## config.mk

```make
export PLATFORM = sky130hd
export DESIGN_NAME = cpu_reg_file_sb
export DESIGN_NICKNAME = d
export VERILOG_FILES = /design/src/rtl/cpu_reg_file_sb.sv
export SDC_FILE = /design/constraint.sdc
export NUM_CORES = 2
export LEC_CHECK = 0
export BUFFER_PORTS_ARGS = -buffer_cell sky130_fd_sc_hd__buf_4
export CAP_MARGIN = 5
export CORE_AREA = 2 2 370 372
export CTS_CLUSTER_SIZE = 14
export DETAILED_ROUTE_END_ITERATION = 6
export DIE_AREA = 0 0 372 374
export PLACE_DENSITY = 0.64
export REMOVE_ABC_BUFFERS = 1
export SKIP_CTS_REPAIR_TIMING = 1
export SLEW_MARGIN = 20
export SYNTH_ARGS = -nofsm -noshare
export SYNTH_HDL_FRONTEND = slang
export SYNTH_SLANG_ARGS = --single-unit
```

## constraint.sdc

```tcl
create_clock -name clk -period 6.02 [get_ports clk]
set_input_delay 0.602 -clock clk [delete_from_list [all_inputs] [get_ports clk]]
set_output_delay 0.602 -clock clk [all_outputs]
set_load 0.01 [all_outputs]
```

## src/rtl/cpu_reg_file_sb.sv

```systemverilog
`default_nettype none
// ============================================================================
// Module   : cpu_reg_file_sb
// Purpose  : Multi-port integer register file with a per-register busy
//            scoreboard for RAW hazard detection at decode/issue.
//            x0 is hardwired to zero and is never busy.
// Ports    :
//   clk       - clock, all state updates on the rising edge
//   rst_n     - asynchronous active-low reset
//   ra        - NUM_RD packed read addresses
//   rd        - NUM_RD packed read data (combinational)
//   rd_busy   - per read port: addressed register has a pending producer
//   wen/wa/wd - NUM_WR write ports, higher index has higher priority
//   iss_en    - issue strobe, marks iss_addr busy
//   iss_addr  - destination register of the issued instruction
//   flush     - clears every busy bit
//   busy_cnt  - registered number of busy registers
// Revision : 1.0 - initial release
// ============================================================================
module cpu_reg_file_sb #(
    parameter int ADDR_WIDTH = 5,
    parameter int DATA_WIDTH = 32,
    parameter int NUM_RD     = 2,
    parameter int NUM_WR     = 2,
    parameter int BYPASS     = 1
) (
    input  logic                         clk,
    input  logic                         rst_n,
    input  logic [NUM_RD*ADDR_WIDTH-1:0] ra,
    output logic [NUM_RD*DATA_WIDTH-1:0] rd,
    output logic [NUM_RD-1:0]            rd_busy,
    input  logic [NUM_WR-1:0]            wen,
    input  logic [NUM_WR*ADDR_WIDTH-1:0] wa,
    input  logic [NUM_WR*DATA_WIDTH-1:0] wd,
    input  logic                         iss_en,
    input  logic [ADDR_WIDTH-1:0]        iss_addr,
    input  logic                         flush,
    output logic [ADDR_WIDTH:0]          busy_cnt
);

    localparam int NUM_REGS = 1 << ADDR_WIDTH;

    logic [NUM_REGS-1:0][DATA_WIDTH-1:0] regs;
    logic [NUM_REGS-1:0]                 busy;

    logic [NUM_REGS-1:0][DATA_WIDTH-1:0] wr_data;
    logic [NUM_REGS-1:0]                 wr_hit;
    logic [NUM_REGS-1:0]                 busy_nxt;
    logic [ADDR_WIDTH:0]                 busy_cnt_nxt;

    // Per-register write decode. Ports are scanned in ascending order so the
    // highest-index enabled port targeting a register supplies its data.
    // Address 0 never produces a hit, which keeps x0 at zero.
    always_comb begin
        wr_hit  = '0;
        wr_data = '0;
        for (int r = 0; r < NUM_REGS; r++) begin
            for (int k = 0; k < NUM_WR; k++) begin
                if (wen[k] && (r != 0) &&
                    (wa[k*ADDR_WIDTH +: ADDR_WIDTH] == ADDR_WIDTH'(r))) begin
                    wr_hit[r]  = 1'b1;
                    wr_data[r] = wd[k*DATA_WIDTH +: DATA_WIDTH];
                end
            end
        end
    end

    // Busy next state: flush, then issue, then writeback. Issue beats a
    // same-cycle writeback because the new producer is still outstanding.
    always_comb begin
        busy_nxt     = busy;
        busy_cnt_nxt = '0;
        for (int r = 0; r < NUM_REGS; r++) begin
            if (flush) begin
                busy_nxt[r] = 1'b0;
            end else if (iss_en && (r != 0) && (iss_addr == ADDR_WIDTH'(r))) begin
                busy_nxt[r] = 1'b1;
            end else if (wr_hit[r]) begin
                busy_nxt[r] = 1'b0;
            end
            busy_cnt_nxt = busy_cnt_nxt + {{ADDR_WIDTH{1'b0}}, busy_nxt[r]};
        end
    end

    always_ff @(posedge clk or negedge rst_n) begin
        if (!rst_n) begin
            regs <= '0;
        end else begin
            for (int r = 0; r < NUM_REGS; r++) begin
                if (wr_hit[r]) begin
                    regs[r] <= wr_data[r];
                end
            end
        end
    end

    always_ff @(posedge clk or negedge rst_n) begin
        if (!rst_n) begin
            busy     <= '0;
            busy_cnt <= '0;
        end else begin
            busy     <= busy_nxt;
            busy_cnt <= busy_cnt_nxt;
        end
    end

    // Read ports: stored value, optionally overridden by a same-cycle write.
    // A forwarded read is not busy since the producer's data is on the port.
    for (genvar i = 0; i < NUM_RD; i++) begin : g_rd
        logic [ADDR_WIDTH-1:0] addr;
        logic [DATA_WIDTH-1:0] data;
        logic                  fwd;

        assign addr = ra[i*ADDR_WIDTH +: ADDR_WIDTH];

        always_comb begin
            data = regs[addr];
            fwd  = 1'b0;
            if (BYPASS != 0) begin
                for (int k = 0; k < NUM_WR; k++) begin
                    if (wen[k] && (addr != '0) &&
                        (wa[k*ADDR_WIDTH +: ADDR_WIDTH] == addr)) begin
                        data = wd[k*DATA_WIDTH +: DATA_WIDTH];
                        fwd  = 1'b1;
                    end
                end
            end
        end

        assign rd[i*DATA_WIDTH +: DATA_WIDTH] = data;
        assign rd_busy[i]                     = busy[addr] & ~fwd;
    end

    // Design checks
    for (genvar k = 0; k < NUM_WR; k++) begin : g_x0_chk
        a_no_x0_write : assert property (@(posedge clk) disable iff (!rst_n)
            !(wen[k] && (wa[k*ADDR_WIDTH +: ADDR_WIDTH] == '0)))
            else $warning("write port %0d targets x0; data discarded", k);
    end

    a_busy_cnt : assert property (@(posedge clk) disable iff (!rst_n)
        (busy_cnt == ($countones(busy)))) else $error("busy_cnt out of step with busy vector");

endmodule
`default_nettype wire

```

==> flow_metrics.tcl <==
set metrics [dict create \
    cts_max_path_buffers 3 \
    drv_slew 0 \
    wl_per_cell_microns 33.7 \
    ys.flop_type "dfrtp_1" \
    syn_avg_cell_area_sq_um 9.92 \
    yosysWarnings 0 \
    vias 58600 \
    first_iter_violations 9151 \
    antenna_found_initial 18 \
    start_util_pct 49.9 \
    syn_inst 6792 \
    die_height_microns 374 \
    grt_pass1_vias 56100 \
    ir_drop_mv 0.287 \
    die-area_sq_um 139000 \
    grt_use_total_pct 40.0 \
    nNetsFinal 6607 \
    vias_per_cell 7.00 \
    ys_ff_latch 1030 \
    routed.top_layer "met5" \
    fp-row-count 135 \
    outcome "complete, no violations" \
    grt_start_max_net_pins 154 \
    worstSetupPathType "input port to flop" \
    leakagePower_nw 32.9 \
    setup_tns_ps 0 \
    max_cap_violations 0 \
    wl_met1_microns 104000 \
    hpwl_microns 161000 \
    min_period_ps 5300 \
    synth_area_leaders "dfrtp_1 (38%), mux2i_1 (14%), mux4_2 (13%)" \
    hold_path.class "input port to flop" \
    drcViolationCount 0 \
    cp_max_fo 6 \
    fmaxAchievable_ghz 0.189 \
    clock_sinks 1030 \
    grt.overflow.total 0 \
    instances_no_fill 8375 \
    cts_made_buffers 117 \
    p_per_area_nw_per_um2 328 \
    final_util_pct 54.6 \
    startpoint_type "input port" \
    yosys.area.top_type "dfrtp_1" \
    core_sq_um 135000 \
    wirelength_microns 282000 \
    endpoint_kind "flop" \
    grt_pass1_wl_microns 403000 \
    synth.top_cell.area_share_pct 38.3 \
    fin_crit_sh_pct 88.1 \
    clk_latency_ps 770 \
    worstMarginPinSlew_ps 1290 \
    layout_common_cells "dfrtp_1 (1030), a21oi_1 (971), mux2i_1 (968)" \
    p_total_mw 24.2 \
    clkSlewWorstSetupHoldPaths_ps 60 \
    first_pass_iters 6 \
    synth-edff-count 0 \
    final_common_cell "dfrtp_1" \
    drive_gt1_share_pct 18.4 \
    place_inst 8140 \
    dr_wl_met2_microns 117000 \
    die_w_microns 372 \
    syn-cell-area_sq_um 67300 \
    gp_congestion 0.952 \
    htree_levels 3 \
    portBuffers 166 \
    hold_viol 0 \
    synthArstFlopShare_pct 100 \
    cp_data_arrival_time_ps 5950 \
    tritoncts "yes" \
    fin_worst_skew_ps 11.9 \
    rsz0062_at_grt "false" \
    netlist-cell-type-count 74 \
    clockRootBuffer "clkbuf_16" \
    wl_met3_microns 39300 \
    ant_nets 0 \
    setup_viol 0 \
    io_pins 167 \
    area_delta_synth_final_pct 9.33 \
    ys_seq_area_share_pct 38.3 \
    crit_required_ps 6660 \
    slew_headroom_pct 14.3 \
]
==> logic make-up after synthesis <==
| kind of cell | share of synthesized area [%] |
|---|---|
| and+or+nand+nor | 10.3 |
| DFF | 38.3 |
| AOI/OAI and AO/OA | 14.7 |
| xor gates and xnor gates | 0.299 |
| buffers and inverters | 6.21 |
| adders and majority gates | 0.843 |
| muxes | 29.4 |
==> cell type report <==
class                   count  area, sq um
diodes                     12         30.0
clock buffers             175         3590
clock inverters            45          562
fillers                 11800        61300
inverters                  68          255
multi-input cells        4864        37900
flip-flops and latches   1030        25800
well taps                1781         2230
repair buffers            400         3270
==> synth_stat cells, drive strengths merged, types with 3 or more instances <==
| master | n |
|---|---|
| or2 | 21 |
| dfrtp | 1030 |
| o311ai | 8 |
| nor3b | 3 |
| a22o | 12 |
| o21bai | 14 |
| and2 | 41 |
| a221oi | 48 |
| ha | 7 |
| o221ai | 48 |
| o2111ai | 12 |
| o21ai | 303 |
| nand2b | 22 |
| a2111o | 10 |
| a22oi | 39 |
| xnor2 | 23 |
| clkinv | 8 |
| clkbuf | 495 |
| nand4b | 4 |
| a221o | 56 |
| a21oi | 971 |
| mux2 | 119 |
| nand2 | 433 |
| mux2i | 968 |
| buf | 335 |
| nand3b | 9 |
| o31ai | 6 |
| a21o | 18 |
| nand3 | 27 |
| fa | 24 |
| or3 | 7 |
| a211o | 3 |
| nand4 | 12 |
| a32oi | 13 |
| a31oi | 9 |
| nor2 | 831 |
| nor3 | 158 |
| nor4 | 14 |
| o22ai | 76 |
| nor2b | 44 |
| a2111oi | 25 |
| inv | 60 |
| a211oi | 25 |
| mux4 | 388 |
==> path summary, 6_finish.rpt <==
| kind | slack (ps) | endpoint | startpoint | cells past startpoint |
|---|---|---|---|---|
| worst max register to register | 780 | busy_cnt[4] | busy[25] | 17 |
| worst max-delay path | 720 | busy_cnt[4] | wa[2] | 20 |
| worst min register to register | 580 | regs[207] | regs[207] | 2 |
| min in group asynchronous | 440 | regs[516] | rst_n | 2 |
| worst min-delay path | 180 | busy[13] | iss_addr[1] | 4 |
| max in group asynchronous | 3980 | regs[464] | rst_n | 3 |
==> per-stage QoR <==
| step | area (sq um) | hold slack, ps | setup slack, ps |
|---|---|---|---|
| detailed placement | 69400 | 564 | -7.43 |
| floorplan | 63400 | 306 | -2770 |
| global placement | 69400 | 553 | 29.0 |
| CTS | 73500 | -105 | 762 |
| global route | 73600 | 234 | 512 |
| finish | 73600 | 181 | 719 |
==> state kept, by name, summed over array words and instances (netlist names) <==
| signal | flops |
|---|---|
| busy | 32 |
| regs | 992 |
| busy_cnt | 6 |
==> worst max-delay path, stage by stage <==
cell and delay [ps]:
buf_4 200, nand2b_2 320, nor2_4 80, or3b_2 430, a21oi_1 270, fa_1 450
inv_1 100, fa_1 450, fa_1 530, fa_1 440, fa_1 490, inv_1 50
fa_1 490, ha_1 170, inv_1 60, fa_1 440, inv_1 70, a21o_1 100
a21oi_1 70, xnor2_1 140
==> power breakdown <==
group          internal [mW]  total (mW)  switching, mW
clock network           4.54        7.77           3.23
registers               8.74        10.2           1.48
logic                   3.22        6.18           2.96
==> metal layers <==
| layer | global-route usage, % | up-vias |
|---|---|---|
| li1 | - | 24100 |
| met1 | 52.6 | 28800 |
| met2 | 55.4 | 4571 |
| met3 | 14.4 | 1134 |
| met4 | 25.8 | 18 |
| met5 | 0 | - |
No activity file was read; power rests on OpenSTA's default activity.
